==> src/rtl/alu_pkg.sv <==
// Shared encodings for the MIPS-style ALU: opcode/funct values, the internal
// operation set and the decoder's control bundle.
package alu_pkg;

  localparam logic [5:0] OP_RTYPE = 6'h00;
  localparam logic [5:0] OP_BEQ   = 6'h04;
  localparam logic [5:0] OP_BNE   = 6'h05;
  localparam logic [5:0] OP_ADDI  = 6'h08;
  localparam logic [5:0] OP_ADDIU = 6'h09;
  localparam logic [5:0] OP_SLTI  = 6'h0A;
  localparam logic [5:0] OP_SLTIU = 6'h0B;
  localparam logic [5:0] OP_ANDI  = 6'h0C;
  localparam logic [5:0] OP_ORI   = 6'h0D;
  localparam logic [5:0] OP_XORI  = 6'h0E;
  localparam logic [5:0] OP_LUI   = 6'h0F;
  localparam logic [5:0] OP_LW    = 6'h23;
  localparam logic [5:0] OP_SW    = 6'h2B;

  localparam logic [5:0] FN_SLL  = 6'h00;
  localparam logic [5:0] FN_SRL  = 6'h02;
  localparam logic [5:0] FN_SRA  = 6'h03;
  localparam logic [5:0] FN_SLLV = 6'h04;
  localparam logic [5:0] FN_SRLV = 6'h06;
  localparam logic [5:0] FN_SRAV = 6'h07;
  localparam logic [5:0] FN_ADD  = 6'h20;
  localparam logic [5:0] FN_ADDU = 6'h21;
  localparam logic [5:0] FN_SUB  = 6'h22;
  localparam logic [5:0] FN_SUBU = 6'h23;
  localparam logic [5:0] FN_AND  = 6'h24;
  localparam logic [5:0] FN_OR   = 6'h25;
  localparam logic [5:0] FN_XOR  = 6'h26;
  localparam logic [5:0] FN_NOR  = 6'h27;
  localparam logic [5:0] FN_SLT  = 6'h2A;
  localparam logic [5:0] FN_SLTU = 6'h2B;

  typedef enum logic [3:0] {
    ADD, SUB, AND, OR, XOR, NOR, SLT, SLTU, SLL, SRL, SRA, LUI, NONE
  } alu_op_t;

  typedef enum logic [1:0] {
    BSEL_REG, BSEL_SEXT, BSEL_ZEXT
  } bsel_t;

  typedef enum logic {
    SH_SHAMT, SH_REG
  } shsrc_t;

  typedef struct packed {
    alu_op_t op;
    bsel_t   bsel;
    shsrc_t  shsrc;
  } alu_ctrl_t;

endpackage

==> src/rtl/alu_decode.sv <==
// Instruction decoder: maps opcode/funct to an ALU operation plus the
// operand-B and shift-amount source selects.
module alu_decode
  import alu_pkg::*;
(
  input  logic [5:0] opcode,
  input  logic [5:0] funct,
  output alu_ctrl_t  ctrl
);

  always_comb begin
    ctrl = '{op: NONE, bsel: BSEL_REG, shsrc: SH_SHAMT};
    unique case (opcode)
      OP_RTYPE: begin
        unique case (funct)
          FN_SLL:           ctrl.op = SLL;
          FN_SRL:           ctrl.op = SRL;
          FN_SRA:           ctrl.op = SRA;
          FN_SLLV: begin
            ctrl.op    = SLL;
            ctrl.shsrc = SH_REG;
          end
          FN_SRLV: begin
            ctrl.op    = SRL;
            ctrl.shsrc = SH_REG;
          end
          FN_SRAV: begin
            ctrl.op    = SRA;
            ctrl.shsrc = SH_REG;
          end
          FN_ADD, FN_ADDU:  ctrl.op = ADD;
          FN_SUB, FN_SUBU:  ctrl.op = SUB;
          FN_AND:           ctrl.op = AND;
          FN_OR:            ctrl.op = OR;
          FN_XOR:           ctrl.op = XOR;
          FN_NOR:           ctrl.op = NOR;
          FN_SLT:           ctrl.op = SLT;
          FN_SLTU:          ctrl.op = SLTU;
          default:          ctrl.op = NONE;
        endcase
      end
      OP_ADDI, OP_ADDIU, OP_LW, OP_SW: begin
        ctrl.op   = ADD;
        ctrl.bsel = BSEL_SEXT;
      end
      OP_SLTI: begin
        ctrl.op   = SLT;
        ctrl.bsel = BSEL_SEXT;
      end
      // sltiu compares against the sign-extended immediate, treated unsigned
      OP_SLTIU: begin
        ctrl.op   = SLTU;
        ctrl.bsel = BSEL_SEXT;
      end
      OP_ANDI: begin
        ctrl.op   = AND;
        ctrl.bsel = BSEL_ZEXT;
      end
      OP_ORI: begin
        ctrl.op   = OR;
        ctrl.bsel = BSEL_ZEXT;
      end
      OP_XORI: begin
        ctrl.op   = XOR;
        ctrl.bsel = BSEL_ZEXT;
      end
      OP_LUI:           ctrl.op = LUI;
      OP_BEQ, OP_BNE:   ctrl.op = SUB;
      default:          ctrl.op = NONE;
    endcase
  end

endmodule

==> src/rtl/mips_alu.sv <==
// Registered MIPS-style ALU: decodes the instruction word, computes the
// result combinationally and registers c/zero one clock later.
module mips_alu
  import alu_pkg::*;
#(
  parameter int WIDTH = 32
) (
  input  logic             clk,
  input  logic             rst,
  input  logic [31:0]      instruction,
  input  logic [WIDTH-1:0] a,
  input  logic [WIDTH-1:0] b,
  output logic [WIDTH-1:0] c,
  output logic             zero
);

  alu_ctrl_t        ctrl;
  logic [15:0]      imm;
  logic [4:0]       sh;
  logic [WIDTH-1:0] opb;
  logic [WIDTH-1:0] next_c;
  logic             lt;
  logic             unused_rs_rt;

  assign imm = instruction[15:0];
  // rs/rt register numbers are resolved upstream; only their values arrive here
  assign unused_rs_rt = ^instruction[25:16];

  alu_decode u_decode (
    .opcode (instruction[31:26]),
    .funct  (instruction[5:0]),
    .ctrl   (ctrl)
  );

  always_comb begin
    unique case (ctrl.bsel)
      BSEL_SEXT: opb = {{(WIDTH-16){imm[15]}}, imm};
      BSEL_ZEXT: opb = {{(WIDTH-16){1'b0}}, imm};
      default:   opb = b;
    endcase
  end

  assign sh = (ctrl.shsrc == SH_REG) ? a[4:0] : instruction[10:6];

  always_comb begin
    lt     = 1'b0;
    next_c = '0;
    unique case (ctrl.op)
      ADD:  next_c = a + opb;
      SUB:  next_c = a - opb;
      AND:  next_c = a & opb;
      OR:   next_c = a | opb;
      XOR:  next_c = a ^ opb;
      NOR:  next_c = ~(a | opb);
      SLT: begin
        lt     = $signed(a) < $signed(opb);
        next_c = {{(WIDTH-1){1'b0}}, lt};
      end
      SLTU: begin
        lt     = a < opb;
        next_c = {{(WIDTH-1){1'b0}}, lt};
      end
      SLL:  next_c = b << sh;
      SRL:  next_c = b >> sh;
      SRA:  next_c = $signed(b) >>> sh;
      LUI:  next_c = {imm, {(WIDTH-16){1'b0}}};
      default: next_c = '0;
    endcase
  end

  always_ff @(posedge clk) begin
    if (rst) begin
      c    <= '0;
      zero <= 1'b1;
    end else begin
      c    <= next_c;
      zero <= (next_c == '0);
    end
  end

endmodule

==> config.mk <==
export PLATFORM = sky130hd
export DESIGN_NAME = mips_alu
export DESIGN_NICKNAME = d
export VERILOG_FILES = /design/src/rtl/alu_pkg.sv /design/src/rtl/alu_decode.sv /design/src/rtl/mips_alu.sv
export SDC_FILE = /design/constraint.sdc
export NUM_CORES = 1
export LEC_CHECK = 0
export ABC_AREA = 1
export CORE_ASPECT_RATIO = 0.75
export CORE_MARGIN = 1.5
export CORE_UTILIZATION = 50
export CTS_BUF_LIST = sky130_fd_sc_hd__clkbuf_2
export DETAILED_ROUTE_END_ITERATION = 6
export HOLD_SLACK_MARGIN = 0.06
export PLACE_DENSITY = 0.85
export SLEW_MARGIN = 20
export SYNTH_ARGS = -nofsm -noshare
export SYNTH_HDL_FRONTEND = slang
export SYNTH_SLANG_ARGS = --single-unit
==> constraint.sdc <==
create_clock -name clk -period 4.9 [get_ports clk]
set_input_delay 0.49 -clock clk [delete_from_list [all_inputs] [get_ports clk]]
set_output_delay 0.49 -clock clk [all_outputs]
set_load 0.02 [all_outputs]
==> qor.yml <==
hold_viol: 0
synth_enable_flop_cells: 0
cp-end-kind: "flop"
grt_pass1_vias: 15622
dpl.hpwl_mm: 49.56
antenna_found_initial: 5
crit_required_ns: 5.25
drtIter0Drc: 3154
chipHeight_um: 135.5
layout_commonest_cell: "nand2_1"
root_buffer: "clkbuf_2"
clockBufferDepth: 2
synth.distinct_cells: 44
pin_count: 131
synthFlopType: "dfxtp_1"
path_class: "in2reg"
cp_max_fo: 5
syn_avg_cell_area_um2: 5.073
period_needed_ns: 4.745
yosysTopAreaCellShare_pct: 21.52
final_cell_area_um2: 15670
grt_max_degree: 66
final_core_util_pct: 68.12
cts_htree_levels: 2
clock-sinks: 33
cpMostUsedCell: "nand2_1"
vias: 17907
tightest_slew_ns: 0.8914
synth_area_leaders: "nand2_1 (22%), nand3_1 (18%), ha_1 (11%)"
fmax_ghz: 0.2107
synthCells: 2307
final-setup-viol-count: 0
cellLeakagePower_uw: 0.008307
setup_ws_ns: 0.1546
grt_pass1_wl_mm: 89.79
wl_per_cell_um: 20.61
synth_nets: 2508
seq_area_um2: 660.6
cpPeakStageDelay_ns: 0.52
synth_warnings: 0
drive_gt1_share_pct: 17.25
post-route-drc-count: 19
failed_checks: "design-rule violations"
critPathSlowestCell: "clkdlybuf4s50_1"
yosysSeqAreaShare_pct: 5.645
grt_usage_pct: 47.42
post-route-period-util_pct: 96.84
place_area_um2: 15160
rows: 48
timing.slew.headroom_pct: 40.35
async_reset_ff_share_pct: 0
cp-start-kind: "input port"
arrival_ns: 5.10
cts_buffers: 5
multi_input_area_um2: 9898
final_cell_mix: "nand2_1 (661), nand3_1 (412), buf_4 (299), inv_1 (270), nor2_1 (228)"
drtAntennaViolNets: 0
finalMaxSlewViolations: 0
start_util_pct: 50.88
fillers: 2251
netlist_area_um2: 11700
gp_congestion: 1.114
io_buffers: 120
synth-seq-cells: 33
dr.pass1.iters: 7
outcome: "finished, violations left"
hold_class: "in2reg"
core_area_um2: 23000
via_per_inst: 6.076
grt_overflow_total: 0
wirelength_mm: 60.73
die_area_um2: 24340
endpoint: "zero$_SDFF_PP1_"
die_w_um: 179.7
areaGrowthSynthToFinish_pct: 33.90
yosys.area.top_type: "nand2_1"
power.density_nw_per_um2: 170.1
cts.clk_slew.worst_paths_ns: 0.22
cts_tree: "done"
ir_drop_mv: 0.1767
num-nets-final: 2844
pre_cts_ws_ns: -0.3577
crit_path_start: "instruction[29]"
hold_buffers: 0
cap_violations: 0
==> metrics by stage <==
stage	power [µW]	hold slack, ns	cells	TNS (ns)
CTS	2482	1.257	2939	0
global placement	2197	1.286	2931	-0.5804
finish	2665	0.5430	2947	0
floorplan	1293	0.8002	2307	0
global route	2811	0.5394	2944	-0.06898
detailed placement	2223	1.282	2931	-2.602
==> final cells by class <==
cell class,instances,share of cell area (%)
multi-input cells,1899,63.17
repair buffers,426,22.92
inverters,278,6.659
flip-flops and latches,33,4.216
well taps,300,2.395
clock inverters,3,0.4392
clock buffers,5,0.1597
diodes,3,0.04791
==> worst max-delay path, delay by kind of cell <==
kind | cells | cell delay (ns)
simple gates | 15 | 1.75
compound gates | 6 | 1.32
buf+inv | 7 | 1.09
fa+ha+maj | 2 | 0.43
==> layer usage <==
metal  global-route usage [%]  vias up  share of wire, %
met3                    14.09      209                17
met2                    64.66     1453                38
met5                        0        -             0.018
li1                         -     8188                 -
met1                    68.62     8055                41
met4                    18.24        2               4.3
==> worst min-delay path by stage <==
stage / start / to / slack [ns] / cells past startpoint
after global placement: c[16]$_SDFF_PP0_ / c[16] / 1.29 / 1
after floorplan: rst / c[10]$_SDFF_PP0_ / 0.80 / 2
after detailed placement: c[19]$_SDFF_PP0_ / c[19] / 1.28 / 1
final: rst / c[15]$_SDFF_PP0_ / 0.54 / 2
after global routing: rst / c[31]$_SDFF_PP0_ / 0.54 / 2
after CTS: instruction[11] / c[27]$_SDFF_PP0_ / 1.26 / 7
==> cells in the mapped netlist, drive strengths merged, types with 23 or more instances <==
cell type / n
nand4: 27
buf: 58
inv: 276
o21ai: 149
nand3: 421
ha: 101
nor3: 23
dfxtp: 33
clkbuf: 39
nand2: 677
a21oi: 129
nor2: 266
==> kinds of logic (layout without fill, tap and decap cells) <==
group,count (synthesis),after routing,share of synthesized area (%)
adder cells (fa/ha/maj),103,103,11.14
AO/OA/AOI/OAI,331,331,15.49
flip-flops,33,33,5.645
other,0,3,0
AND/OR/NAND/NOR,1453,1453,53.65
buffers and inverters,375,712,13.17
XOR/XNOR,12,12,0.8981
==> report_power, final <==
part           switching [µW]  internal, µW  leakage [µW]
clock                     112           139     0.0000536
sequential               7.21           287      0.000269
combinational            1270           846       0.00799
total                    1390          1270       0.00831
==> registers in the layout, summed over array words and instances (netlist names) <==
name,count
c,32
zero,1
==> timing repair <==
| item | CTS | global route |
|---|---|---|
| setup endpoints to repair | 0 | 20 |
| setup buffers | 0 | 5 |
| gates resized for setup | 0 | 133 |
Power figures use the tool's default switching activity.
